===== config.mk =====
export PLATFORM = sky130hd
export DESIGN_NAME = ps2_host_tx_flat
export DESIGN_NICKNAME = d
export VERILOG_FILES = /design/src/rtl/ps2_host_tx_pkg.sv /design/src/rtl/ps2_host_tx_if.sv /design/src/rtl/ps2_line_sync.sv /design/src/rtl/ps2_host_tx.sv /design/src/flat_wrapper.sv
export SDC_FILE = /design/constraint.sdc
export NUM_CORES = 1
export LEC_CHECK = 0
export ABC_AREA = 1
export CAP_MARGIN = 20
export CORE_MARGIN = 2
export CORE_UTILIZATION = 48
export CTS_BUF_LIST = sky130_fd_sc_hd__clkbuf_8
export DETAILED_ROUTE_END_ITERATION = 6
export PLACE_DENSITY = 0.69
export SETUP_SLACK_MARGIN = 0.3
export SLEW_MARGIN = 20
export SYNTH_ARGS = -nofsm -noshare
export SYNTH_HDL_FRONTEND = slang
export SYNTH_SLANG_ARGS = --single-unit

===== constraint.sdc =====
create_clock -name clk -period 2.55 [get_ports clk]
set_input_delay 0.51 -clock clk [delete_from_list [all_inputs] [get_ports clk]]
set_output_delay 0.51 -clock clk [all_outputs]
set_load 0.02 [all_outputs]

===== src/rtl/ps2_host_tx_pkg.sv =====
// rtl/ps2_host_tx_pkg.sv - shared PS/2 host transmitter types, command codes and frame helper
package ps2_host_tx_pkg;

  typedef enum logic [2:0] {
    ST_IDLE,
    ST_INHIBIT,
    ST_RTS,
    ST_DATA,
    ST_ACK,
    ST_WAIT_IDLE
  } state_t;

  localparam logic [7:0] PS2_CMD_SET_LEDS = 8'hED;
  localparam logic [7:0] PS2_CMD_ENABLE   = 8'hF4;
  localparam logic [7:0] PS2_CMD_RESET    = 8'hFF;

  localparam logic [3:0] LAST_BIT = 4'd10;

  // Frame layout on the wire, index = bit order: start, data LSB..MSB, odd parity, stop.
  function automatic logic [10:0] build_frame(input logic [7:0] data);
    return {1'b1, ~^data, data, 1'b0};
  endfunction

endpackage


===== src/rtl/ps2_host_tx_if.sv =====
// rtl/ps2_host_tx_if.sv - command handshake and open-drain line bundle of the PS/2 host transmitter
interface ps2_host_tx_if;
  logic [7:0] tx_data;
  logic       tx_start;
  logic       busy;
  logic       done;
  logic       err;
  logic       ps2c_in;
  logic       ps2d_in;
  logic       ps2c_oe;
  logic       ps2d_oe;

  modport master (
    output tx_data, tx_start, ps2c_in, ps2d_in,
    input  busy, done, err, ps2c_oe, ps2d_oe
  );

  modport slave (
    input  tx_data, tx_start, ps2c_in, ps2d_in,
    output busy, done, err, ps2c_oe, ps2d_oe
  );
endinterface


===== src/rtl/ps2_line_sync.sv =====
// rtl/ps2_line_sync.sv - 2-flop synchronizers for ps2c/ps2d plus a registered ps2c falling-edge strobe
module ps2_line_sync (
  input  logic clk,
  input  logic reset,
  input  logic ps2c_i,
  input  logic ps2d_i,
  output logic ps2c_o,
  output logic ps2d_o,
  output logic ps2c_fe_o
);

  logic [1:0] c_sync_q;
  logic [1:0] d_sync_q;
  logic       c_prev_q;
  logic       fe_q;

  // Lines idle high, so the chain resets to 1 to avoid a spurious edge after reset.
  always_ff @(posedge clk or negedge reset) begin
    if (!reset) begin
      c_sync_q <= 2'b11;
      d_sync_q <= 2'b11;
      c_prev_q <= 1'b1;
      fe_q     <= 1'b0;
    end else begin
      c_sync_q <= {c_sync_q[0], ps2c_i};
      d_sync_q <= {d_sync_q[0], ps2d_i};
      c_prev_q <= c_sync_q[1];
      fe_q     <= c_prev_q & ~c_sync_q[1];
    end
  end

  assign ps2c_o    = c_sync_q[1];
  assign ps2d_o    = d_sync_q[1];
  assign ps2c_fe_o = fe_q;

endmodule


===== src/rtl/ps2_host_tx.sv =====
// rtl/ps2_host_tx.sv - PS/2 host-to-device command transmitter with inhibit, RTS, bit clocking and ACK
module ps2_host_tx
  import ps2_host_tx_pkg::*;
#(
  parameter int INHIBIT_CYCLES = 5000,
  parameter int RTS_CYCLES     = 50,
  parameter int TIMEOUT_CYCLES = 750000
) (
  input logic         clk,
  input logic         reset,
  ps2_host_tx_if.slave bus
);

  localparam int MAX_A = (INHIBIT_CYCLES > RTS_CYCLES) ? INHIBIT_CYCLES : RTS_CYCLES;
  localparam int MAX_P = (MAX_A > TIMEOUT_CYCLES) ? MAX_A : TIMEOUT_CYCLES;
  localparam int CNT_W = $clog2(MAX_P + 1);

  localparam logic [CNT_W-1:0] INH_LAST = CNT_W'(INHIBIT_CYCLES - 1);
  localparam logic [CNT_W-1:0] RTS_LAST = CNT_W'(RTS_CYCLES - 1);
  localparam logic [CNT_W-1:0] TMO_LAST = CNT_W'(TIMEOUT_CYCLES - 1);

  state_t           state_q, state_d;
  logic [10:0]      shift_q, shift_d;
  logic [CNT_W-1:0] cnt_q, cnt_d;
  logic [3:0]       bitcnt_q, bitcnt_d;
  logic             dout_q, dout_d;
  logic             done_q, done_d;
  logic             err_q, err_d;

  logic ps2c_s, ps2d_s, fe, timeout;

  ps2_line_sync u_sync (
    .clk       (clk),
    .reset     (reset),
    .ps2c_i    (bus.ps2c_in),
    .ps2d_i    (bus.ps2d_in),
    .ps2c_o    (ps2c_s),
    .ps2d_o    (ps2d_s),
    .ps2c_fe_o (fe)
  );

  always_ff @(posedge clk or negedge reset) begin
    if (!reset) begin
      state_q  <= ST_IDLE;
      shift_q  <= '0;
      cnt_q    <= '0;
      bitcnt_q <= '0;
      dout_q   <= 1'b0;
      done_q   <= 1'b0;
      err_q    <= 1'b0;
    end else begin
      state_q  <= state_d;
      shift_q  <= shift_d;
      cnt_q    <= cnt_d;
      bitcnt_q <= bitcnt_d;
      dout_q   <= dout_d;
      done_q   <= done_d;
      err_q    <= err_d;
    end
  end

  assign timeout = (cnt_q == TMO_LAST);

  always_comb begin
    state_d  = state_q;
    shift_d  = shift_q;
    cnt_d    = cnt_q;
    bitcnt_d = bitcnt_q;
    dout_d   = dout_q;
    done_d   = 1'b0;
    err_d    = 1'b0;
    case (state_q)
      ST_IDLE: begin
        cnt_d  = '0;
        dout_d = 1'b0;
        // The done/err cycle itself is not an accept slot; the next one is.
        if (bus.tx_start && !done_q && !err_q) begin
          shift_d = build_frame(bus.tx_data);
          state_d = ST_INHIBIT;
        end
      end
      ST_INHIBIT: begin
        cnt_d = cnt_q + 1'b1;
        if (cnt_q == INH_LAST) begin
          cnt_d   = '0;
          dout_d  = ~shift_q[0];
          state_d = ST_RTS;
        end
      end
      ST_RTS: begin
        cnt_d = cnt_q + 1'b1;
        if (cnt_q == RTS_LAST) begin
          cnt_d    = '0;
          bitcnt_d = '0;
          state_d  = ST_DATA;
        end
      end
      ST_DATA: begin
        cnt_d = cnt_q + 1'b1;
        if (fe) begin
          cnt_d    = '0;
          bitcnt_d = (bitcnt_q == LAST_BIT) ? bitcnt_q : bitcnt_q + 4'd1;
          dout_d   = ~shift_q[bitcnt_d];
          if (bitcnt_q == LAST_BIT - 4'd1) state_d = ST_ACK;
        end else if (timeout) begin
          dout_d  = 1'b0;
          err_d   = 1'b1;
          state_d = ST_IDLE;
        end
      end
      ST_ACK: begin
        cnt_d  = cnt_q + 1'b1;
        dout_d = 1'b0;
        if (fe) begin
          cnt_d = '0;
          if (!ps2d_s) begin
            state_d = ST_WAIT_IDLE;
          end else begin
            err_d   = 1'b1;
            state_d = ST_IDLE;
          end
        end else if (timeout) begin
          err_d   = 1'b1;
          state_d = ST_IDLE;
        end
      end
      ST_WAIT_IDLE: begin
        cnt_d = fe ? '0 : cnt_q + 1'b1;
        if (ps2c_s && ps2d_s) begin
          done_d  = 1'b1;
          state_d = ST_IDLE;
        end else if (timeout && !fe) begin
          err_d   = 1'b1;
          state_d = ST_IDLE;
        end
      end
      default: state_d = ST_IDLE;
    endcase
  end

  always_comb begin
    bus.busy    = (state_q != ST_IDLE);
    bus.ps2c_oe = (state_q == ST_INHIBIT) || (state_q == ST_RTS);
    bus.ps2d_oe = dout_q;
    bus.done    = done_q;
    bus.err     = err_q;
  end

endmodule


===== src/flat_wrapper.sv =====
// flat-port wrapper written by rule: the top's interface ports become plain ports
module ps2_host_tx_flat import ps2_host_tx_pkg::*;
#(
  parameter int INHIBIT_CYCLES = 5000,
  parameter int RTS_CYCLES     = 50,
  parameter int TIMEOUT_CYCLES = 750000
)
  (clk, reset, bus_tx_data, bus_tx_start, bus_ps2c_in, bus_ps2d_in, bus_busy, bus_done, bus_err, bus_ps2c_oe, bus_ps2d_oe);
  ps2_host_tx_if bus_i ();
  input logic clk;
  input logic reset;
  input wire logic [$bits(bus_i.tx_data)-1:0] bus_tx_data;
  input wire logic [$bits(bus_i.tx_start)-1:0] bus_tx_start;
  input wire logic [$bits(bus_i.ps2c_in)-1:0] bus_ps2c_in;
  input wire logic [$bits(bus_i.ps2d_in)-1:0] bus_ps2d_in;
  output wire logic [$bits(bus_i.busy)-1:0] bus_busy;
  output wire logic [$bits(bus_i.done)-1:0] bus_done;
  output wire logic [$bits(bus_i.err)-1:0] bus_err;
  output wire logic [$bits(bus_i.ps2c_oe)-1:0] bus_ps2c_oe;
  output wire logic [$bits(bus_i.ps2d_oe)-1:0] bus_ps2d_oe;
  assign bus_i.tx_data = bus_tx_data;
  assign bus_i.tx_start = bus_tx_start;
  assign bus_i.ps2c_in = bus_ps2c_in;
  assign bus_i.ps2d_in = bus_ps2d_in;
  assign bus_busy = bus_i.busy;
  assign bus_done = bus_i.done;
  assign bus_err = bus_i.err;
  assign bus_ps2c_oe = bus_i.ps2c_oe;
  assign bus_ps2d_oe = bus_i.ps2d_oe;
  ps2_host_tx #(.INHIBIT_CYCLES(INHIBIT_CYCLES), .RTS_CYCLES(RTS_CYCLES), .TIMEOUT_CYCLES(TIMEOUT_CYCLES)) u_core (.clk(clk), .reset(reset), .bus(bus_i));
endmodule

==> impl_metrics.json <==
{
  "min_path_type": "input pin to asynchronous set/reset pin",
  "postCtsHoldBufs": 0,
  "leakage_nw": 1.47,
  "top_usage_layer": "met2",
  "fin_util": 0.565,
  "cts_buffers": 5,
  "maxSlewViolCount": 0,
  "syn_area_per_cell_um2": 7.64,
  "worst_slew_pin_slew_ns": 0.581,
  "drive_gt1_frac": 0.124,
  "ir_drop_mv": 0.620,
  "end_kind": "output port",
  "sw_frac_of_total": 0.455,
  "slowest_delay_ns": 0.46,
  "crit_chain": "inv_1, nand3_1, nand2_2, dlygate4sd2_1",
  "io_pins": 18,
  "hold_viol_final": 0,
  "clock_skew_ns": 0.00716,
  "core_area_um2": 5610,
  "finalCritPeriodShare": 0.784,
  "area_growth_pct": 11.8,
  "fp-row-count": 27,
  "grt_pass1_vias": 2255,
  "ys_seq_elements": 46,
  "nets": 412,
  "crit_type": "flop to output port",
  "detail_route.vias_per_cell": 5.18,
  "cp.arrival_ns": 1.49,
  "synth-compound-area-share": 0.120,
  "synth-xor-area-share": 0.0463,
  "clk_pin_slew_ns": 0.10,
  "intPower_w": 0.00152,
  "use_met2": 0.319,
  "syn-instance-count": 371,
  "diodes": 0,
  "die_height_um": 80.9,
  "dieArea_um2": 6540,
  "final_common_cell": "nand2_1",
  "seqPwrFrac": 0.360,
  "outcome": "finished clean",
  "synth.mux.area_fraction": 0.0159,
  "combPwrFrac": 0.471,
  "dp_cells": 459,
  "cts.sinks": 46,
  "routedWlPerCell_um": 12.9,
  "yosys_warnings": 0,
  "relSlewSlack": 0.613,
  "p_clk_frac": 0.170,
  "required_ns": 2.04,
  "crit_family": "flip-flops",
  "fin_cells": 467,
  "cp-start-kind": "flop",
  "met3_usage": 0.0400,
  "p_total_w": 0.00279,
  "p_switching_w": 0.00127,
  "power.density_nw_per_um2": 880,
  "syn_nets": 389,
  "grt_pass1_wl_um": 10400,
  "clk_path_buf_depth": 2,
  "cts_tree": "built",
  "synth_top_family_by_area": "simple AND/OR/NAND/NOR gates",
  "ys_seq_area_frac": 0.408,
  "synth_cell_types": 33,
  "grt_use_met1": 0.293,
  "htreeDepth": 2,
  "insertion_delay_ns": 0.31,
  "clock_tree.root_cell": "clkbuf_8",
  "worst-path-buf-inv": 2,
  "synth_area_um2": 2840,
  "vias": 2417,
  "drtIter0Drc": 222,
  "final_antenna_net_count": 0,
  "hpwlAfterDp_um": 4530,
  "synthAdderAreaFrac": 0.0221,
  "finalWirelength_um": 6030,
  "initial_utilization": 0.506,
  "synth_ff_type": "dfrtp_1",
  "cap_violations": 0,
  "portBuffers": 17,
  "path_max_fanout": 5,
  "gr-usage-all-layers": 0.206,
  "grt_overflow": 0,
  "fin_tns_setup_ns": 0,
  "dr.pass1.iters": 4,
  "mostFrequentLayoutCells": "nand2_1 (81), inv_1 (58), dfrtp_1 (41), nor2_1 (39), nand3_1 (31)",
  "drcViolationCount": 0,
  "finalSetupViolations": 0,
  "grt_max_degree": 25,
  "clock.fmax_ghz": 0.500,
  "synth_edf_count": 0,
  "postSynth.asyncResetShare": 1.00,
  "die_w_um": 80.9,
  "gp_congestion": 0.924,
  "crit_slowest_cell": "dfrtp_1",
  "period_minus_slack_ns": 2.00,
  "yosys.area_share.simple": 0.293,
  "rsz0062_at_grt": "false",
  "antenna_found_initial": 0
}
[sequential cells by signal (all words and copies together), names as in the netlist]
register,count
u_core.u_sync.c_sync_q,2
u_core.bitcnt_q,4
u_core.bus.done,1
u_core.bus.err,1
u_core.shift_q,10
u_core.u_sync.ps2c_fe_o,1
u_core.state_q,3
u_core.u_sync.d_sync_q,2
u_core.u_sync.c_prev_q,1
u_core.bus.ps2d_oe,1
u_core.cnt_q,20
[per-stage QoR]
stage | setup WS, ns | cell area (um2) | hold slack [ns]
floorplan | 0.976 | 2840 | 0.214
global placement | 0.419 | 3080 | 0.346
detailed placement | 0.317 | 3080 | 0.347
CTS | 0.334 | 3170 | 0.201
global route | 0.442 | 3170 | 0.224
finish | 0.552 | 3170 | 0.184
[Yosys cell counts (7+ instances only)]
master   number  area share
inv_1        58       0.077
nand3_1      31       0.055
a21oi_1      11       0.019
nand2_1      81        0.11
o22ai_2       9       0.040
xnor2_1       7       0.022
nand4_1       8       0.018
nor3_1       11       0.019
dfrtp_1      41        0.36
xor2_1        8       0.025
nor2_1       39       0.052
o21ai_0      16       0.028
[layer usage]
layer / vias up / share of wire / routed length, um
met2: 54 / 0.45 / 2690
met3: 7 / 0.048 / 287
li1: 1240 / - / -
met4: 0 / 0.014 / 82
met5: - / 0 / 0
met1: 1116 / 0.49 / 2970
[power groups by stage]
stage                     combinational, W  clock (W)  sequential [W]
after floorplan                    0.00105          0        0.000993
after global placement             0.00130          0         0.00101
after detailed placement           0.00132          0         0.00102
after CTS                          0.00131   0.000486         0.00100
after global routing               0.00149   0.000514         0.00102
final                              0.00131   0.000474         0.00100
[final timing paths]
| check | from | to | slack, ns | cells after the start |
|---|---|---|---|---|
| setup / recovery | u_core.state_q[1] | bus_ps2c_oe | 0.55 | 4 |
| hold / removal | reset | u_core.cnt_q[16] | 0.18 | 1 |
| setup reg to reg | u_core.bitcnt_q[0] | u_core.bus.ps2d_oe | 0.67 | 11 |
| hold reg to reg | u_core.u_sync.d_sync_q[0] | u_core.u_sync.d_sync_q[1] | 0.36 | 0 |
| max in group asynchronous | reset | u_core.u_sync.c_prev_q | 1.71 | 2 |
| min in group clk | u_core.u_sync.d_sync_q[0] | u_core.u_sync.d_sync_q[1] | 0.36 | 0 |
[area by class of cell]
class	count	area [um2]
tap	72	90.1
timing repair buffer	19	181
multi-input combinational	259	1410
inverter	63	238
sequential	46	1160
clock buffer	5	68.8
clock inverter	3	23.8
fill	541	2440
[cell families (layout without fill, tap and decap cells)]
family / after synthesis / count (layout)
compound gates: 50 / 50
xor+xnor: 15 / 15
fa+ha+maj: 5 / 5
buf+inv: 66 / 90
flops: 46 / 46
mux: 4 / 4
simple gates: 185 / 185
[timing repair]
| action | 4_1_cts | 5_1_grt |
|---|---|---|
| setup buffers | 0 | 0 |
| resized for setup | 1 | 1 |
| gates cloned | 0 | 0 |
| endpoints found under the setup margin | 1 | 1 |
Note: power is estimated with default switching activity, not from simulation.
